## src/rtl/seven_seg_pkg.sv

```systemverilog
// Shared seven-segment definitions: segment-on patterns (abcdefg, bit 6 = a),
// idle anode value and the capture state encoding.
package seven_seg_pkg;

   localparam logic [6:0] SEG_PATTERNS [16] = '{
      7'h7E, 7'h30, 7'h6D, 7'h79, 7'h33, 7'h5B, 7'h5F, 7'h70,
      7'h7F, 7'h7B, 7'h77, 7'h1F, 7'h4E, 7'h3D, 7'h4F, 7'h47
   };

   localparam logic [6:0] BLANK_PATTERN = 7'h00;
   localparam logic [3:0] ANODE_IDLE    = 4'hF;

   typedef enum logic [1:0] {
      IDLE,
      SETTLING,
      CAPTURED
   } cap_state_t;

endpackage

```

## src/rtl/seven_segment_capture_seg_decode.sv

```systemverilog
// segDecode: maps an active-high segment pattern back to its hex nibble,
// flagging whether the pattern is a legal digit or fully blank.
module segDecode
   import seven_seg_pkg::*;
(
   input  logic [6:0] pattern,
   output logic [3:0] nibble,
   output logic       legal,
   output logic       blank
);

   always_comb begin
      nibble = 4'h0;
      legal  = 1'b0;
      for (int i = 0; i < 16; i++) begin
         if (pattern == SEG_PATTERNS[i]) begin
            nibble = 4'(i);
            legal  = 1'b1;
         end
      end
      blank = (pattern == BLANK_PATTERN);
   end

endmodule

```

## src/rtl/seven_segment_capture.sv

```systemverilog
// Receive-side monitor for the multiplexed four-digit display: waits for each
// anode strobe to settle, decodes it and latches the nibble per digit.
//
// state    | meaning
// IDLE     | all anodes high, waiting for a strobe
// SETTLING | pins changed, counting stable cycles up to SETTLE
// CAPTURED | strobe sampled once, holding until the pins change
module seven_segment_capture
   import seven_seg_pkg::*;
#(
   parameter int unsigned SETTLE = 4
) (
   input  logic       clock,
   input  logic       reset,
   input  logic [3:0] anode,
   input  logic [6:0] LEDOutput,
   output logic [3:0] digit0,
   output logic [3:0] digit1,
   output logic [3:0] digit2,
   output logic [3:0] digit3,
   output logic [3:0] digitValid,
   output logic       frameValid,
   output logic       decodeError,
   output logic       anodeError
);

   localparam logic [7:0] SETTLE_CNT = 8'(SETTLE);

   cap_state_t state, state_next;
   logic [3:0] prevAnode;
   logic [6:0] prevLED;
   logic [7:0] stableCount;
   logic [3:0] capturedMask;
   logic [3:0] digits [4];

   logic       changed;
   logic       act;
   logic [3:0] sel;
   logic       single;
   logic [1:0] idx;
   logic [3:0] mask_next;
   logic [3:0] nibble;
   logic       legal;
   logic       blank;

   assign changed   = ({anode, LEDOutput} != {prevAnode, prevLED});
   assign sel       = ~prevAnode;
   assign single    = $onehot(sel);
   assign mask_next = capturedMask | sel;

   always_comb begin
      idx = 2'd0;
      for (int i = 0; i < 4; i++) begin
         if (sel[i]) idx = 2'(i);
      end
   end

   segDecode u_seg_decode (
      .pattern (~prevLED),
      .nibble  (nibble),
      .legal   (legal),
      .blank   (blank)
   );

   always_ff @(posedge clock or posedge reset) begin
      if (reset) state <= IDLE;
      else       state <= state_next;
   end

   // A sample is taken only when the pins are still stable on the acting edge.
   always_comb begin
      state_next = state;
      act        = 1'b0;
      if (anode == ANODE_IDLE) begin
         state_next = IDLE;
      end else begin
         case (state)
            IDLE:     if (changed) state_next = SETTLING;
            SETTLING: if (!changed && stableCount == SETTLE_CNT) begin
                         act        = 1'b1;
                         state_next = CAPTURED;
                      end
            CAPTURED: if (changed) state_next = SETTLING;
            default:  state_next = IDLE;
         endcase
      end
   end

   always_ff @(posedge clock or posedge reset) begin
      if (reset) begin
         prevAnode    <= ANODE_IDLE;
         prevLED      <= 7'h7F;
         stableCount  <= 8'd0;
         capturedMask <= 4'h0;
         digitValid   <= 4'h0;
         frameValid   <= 1'b0;
         decodeError  <= 1'b0;
         anodeError   <= 1'b0;
         for (int i = 0; i < 4; i++) digits[i] <= 4'h0;
      end else begin
         prevAnode  <= anode;
         prevLED    <= LEDOutput;
         frameValid <= 1'b0;
         if (changed)                  stableCount <= 8'd0;
         else if (stableCount != 8'hFF) stableCount <= stableCount + 8'd1;

         if (act) begin
            if (single) begin
               if (legal) begin
                  digits[idx]     <= nibble;
                  digitValid[idx] <= 1'b1;
               end else begin
                  digitValid[idx] <= 1'b0;
                  if (!blank) decodeError <= 1'b1;
               end
               // The completing digit seeds the next frame's mask.
               if (mask_next == 4'hF) begin
                  frameValid   <= 1'b1;
                  capturedMask <= sel;
               end else begin
                  capturedMask <= mask_next;
               end
            end else begin
               anodeError <= 1'b1;
            end
         end
      end
   end

   assign digit0 = digits[0];
   assign digit1 = digits[1];
   assign digit2 = digits[2];
   assign digit3 = digits[3];

endmodule

```

## config.mk

```make
export PLATFORM = sky130hd
export DESIGN_NAME = seven_segment_capture
export DESIGN_NICKNAME = d
export VERILOG_FILES = /design/src/rtl/seven_seg_pkg.sv /design/src/rtl/seven_segment_capture_seg_decode.sv /design/src/rtl/seven_segment_capture.sv
export SDC_FILE = /design/constraint.sdc
export NUM_CORES = 1
export LEC_CHECK = 0
export CAP_MARGIN = 20
export CORE_MARGIN = 1.5
export CORE_UTILIZATION = 54
export CTS_CLUSTER_SIZE = 20
export DETAILED_ROUTE_END_ITERATION = 6
export GPL_ROUTABILITY_DRIVEN = 0
export PLACE_DENSITY_LB_ADDON = 0.15
export SLEW_MARGIN = 20
export SYNTH_ARGS = -nofsm -noshare
export SYNTH_HDL_FRONTEND = slang
export SYNTH_SLANG_ARGS = --single-unit
```

## constraint.sdc

```tcl
create_clock -name clock -period 3.9 [get_ports clock]
set_input_delay 0.78 -clock clock [delete_from_list [all_inputs] [get_ports clock]]
set_output_delay 0.78 -clock clock [all_outputs]
set_load 0.01 [all_outputs]
```

==> results.cfg <==
[run_status]
status = complete, no violations

[timing]
slew-limit-headroom_pct = 46.0
tightest_slew_ps = 809
setup_viol = 0
fin_skew_ps = 5.15
whs_ps = 471
finalHoldViolations = 0
fin_setup_tns_ps = 0
final_max_slew_viol_count = 0
rsz0062_at_grt = no
max_freq_ghz = 0.299
fin_crit_sh_pct = 85.6
final.min_clock_period_ps = 3340

[clock_tree]
cts-buffers-inserted = 5
cts_setup_buffers = 0
clock-sinks = 48
cts_max_level = 2
clkLatencyLatePin_ps = 300
cts-root-buf = clkbuf_8
cts.repair.resized = 0
cts_tree = built
ctsHoldBuffers = 0
cts.path.max_buffers = 2
cts.clk_slew.worst_paths_ps = 90

[layout]
multiInputGateArea_um2 = 1280
num_antenna_cells = 0
fin_nets = 275
register_area_um2 = 1210
drive_above_1_share_pct = 19.8
fillers = 391
syn_to_final_growth_pct = 17.5

[job]
maxCapViolations = 0

[power_and_ir_drop]
clockPowerShare_pct = 32.6
pwr-share-comb_pct = 8.9
switching_share_pct = 26.0
p_sw_uw = 235
p_seq_share_pct = 58.5
p_per_area_nw_per_um2 = 296
leakage_uw = 0.00130
ir_drop_mv = 0.215
p_int_uw = 668

[synthesis]
ys.flop_type = dfrtp_1
synth_edf_count = 0
syn_area_per_cell_um2 = 11.6
synthesis.nets = 242
synthArstFlopShare_pct = 100
synthTopCellsByArea = dfrtp_1 36%, dfstp_2 11%, mux2_2 6.9%
synthCells = 224
netlist.area_leader.share_pct = 35.6
synth-seq-area-share_pct = 46.7
synth_warnings = 0
ys_types = 52
yosysTopAreaCell = dfrtp_1
synth_seq_cells = 48
syn-cell-area_um2 = 2600

[worst_setup_path]
cp-start-kind = flop
r2r-start = prevAnode[3]
cp_slowest_stage_delay_ps = 650
cp.depth = 9
crit_arrival_ps = 3530
cpMostUsedCell = ha_1
timing.rr.end = digit1[3]
cp_max_fo = 10
required_ps = 4090
cp_num_buf_inv = 1
cp_slowest_cell = dfstp_2
path_cells = fa_1 > inv_1 > ha_1 > ha_1 > nor3b_1 > and4_1 > nand4_4 > a311oi_4 > mux2_2
cp-endpoint = digit1[3]
cp_top_family = simple AND/OR/NAND/NOR gates
crit_path_start = prevAnode[3]
crit_type = reg -> reg
end_kind = flop
rrSetupSlack_ps = 560
r2r_cells = 9

[global_routing]
grt.busiest_layer = met2
grt_overflow_total = 0
grt_pass1_vias = 1783
grt_max_degree = 49
met2_usage_pct = 31.9
antenna_found_initial = 0
grtUsageMet1_pct = 31.4
met3_usage_pct = 4.86
gr-usage-all-layers_pct = 21.5
grt_pass1_wl_mm = 8.70

[routing]
drc = 0
wl_per_cell_um = 16.7
first_iter_violations = 132
wirelength_mm = 5.20
antenna_left = 0
num_vias = 1859
first_pass_iters = 4
via_per_inst = 5.96

[die]
design.die.area_um2 = 5240
die-height_um = 72.4
io_pins = 36
die_w_um = 72.4
rows = 25
start_util_pct = 55.4
core_area_um2 = 4690

[placed_design]
dp_hpwl_mm = 3.67
port_buffers = 35

[hold_path]
holdCritPathClass = reg -> reg
-- stage by stage --
stage	utilization, %	instances	total power (µW)	worst slack, ps	area [µm²]
floorplan	-	224	591	928	2600
global placement	63.2	304	618	636	2970
detailed placement	63.2	304	619	528	2970
CTS	65.1	312	912	548	3050
global route	65.1	312	940	388	3050
finish	65.1	312	903	560	3050
-- worst min path at each step --
stage | startpoint | endpoint | slack, ps | cells past startpoint
after CTS | anodeError | anodeError | 480 | 2
after floorplan | state[1] | state[0] | 450 | 1
final | anodeError | anodeError | 470 | 2
after global placement | anodeError | anodeError | 460 | 2
after global routing | decodeError | decodeError | 500 | 1
after detailed placement | anodeError | anodeError | 460 | 2
-- Yosys cell counts (2+ instances only) --
master,n
buf_2,3
dfrtp_1,37
nand3b_1,3
ha_1,4
inv_1,11
nand3_1,7
o21ai_0,6
and3_1,6
o2bb2ai_1,4
nand4b_1,2
nand4_1,2
o41ai_1,4
nand2_1,6
buf_6,2
and4_1,2
clkbuf_1,4
a21oi_1,8
o22ai_1,2
a311oi_4,4
nor3_2,2
a31oi_1,3
and2_1,2
mux2_2,16
nor4b_1,2
nor2_1,14
xor2_1,11
a211oi_1,4
nand2b_1,6
nor3b_1,4
nor4_4,3
nor4bb_1,2
xnor2_1,4
nor3_1,5
dfstp_2,11
-- placed cells by master (no fill, tap or decap), types with 3 or more instances in the layout --
master,n
nand3b_1,3
clkdlybuf4s50_1,35
xnor2_1,4
xor2_1,11
nor4_4,3
inv_1,10
nand3_1,7
a21oi_1,8
ha_1,4
dfstp_2,11
o21ai_0,6
nand2b_1,6
clkinv_2,3
o41ai_1,4
a31oi_1,3
clkbuf_8,5
nand2_1,6
a211oi_1,4
o2bb2ai_1,4
nor3_1,5
mux2_2,16
nor3b_1,4
and3_1,6
nor2_1,14
a311oi_4,4
dfrtp_1,37
-- state kept, by name, summed over array words and instances, names as in the netlist, named ones only --
| name | cells |
|---|---|
| capturedMask | 4 |
| anodeError | 1 |
| digit1 | 4 |
| stableCount | 8 |
| prevLED | 7 |
| frameValid | 1 |
| digit0 | 4 |
| decodeError | 1 |
| digit2 | 4 |
| digit3 | 4 |
| prevAnode | 4 |
| state | 2 |
-- kinds of logic (layout without fill, tap and decap cells) --
logic type / count (synthesis) / in the layout / share of synthesized area [%]
AND/OR/NAND/NOR: 76 / 76 / 20.2
flip-flops: 48 / 48 / 46.7
AO/OA/AOI/OAI: 43 / 43 / 14.5
buffers and inverters: 21 / 55 / 3.90
multiplexers: 16 / 16 / 6.93
XOR/XNOR: 15 / 15 / 5.05
adder cells (fa/ha/maj): 5 / 5 / 2.70
-- area by class of cell --
class,instances,share of cell area [%]
clock buffers,5,2.25
clock inverters,3,0.615
multi-input cells,155,42.0
flip-flops and latches,48,39.8
well taps,54,2.21
repair buffers,36,11.7
inverters,11,1.39
-- power groups by stage --
stage,Sequential [µW],Combinational (µW),Clock [µW]
floorplan,524,67.6,0
global placement,538,80.0,0
detailed placement,537,81.7,0
CTS,528,81.7,302
global route,531,89.9,319
finish,529,80.2,295
-- layer usage --
metal	share of wire (%)	up-vias
met2	44	48
met3	4.4	8
met5	0	-
met4	1.4	0
met1	50	904
li1	-	899
-- worst register-to-register path, stage by stage, from the launching register on --
cell	delay (ps)
dfstp_2	650
fa_1	440
inv_1	60
ha_1	130
ha_1	220
nor3b_1	300
and4_1	290
nand4_4	240
a311oi_4	510
mux2_2	390
Power figures use the tool's default switching activity.
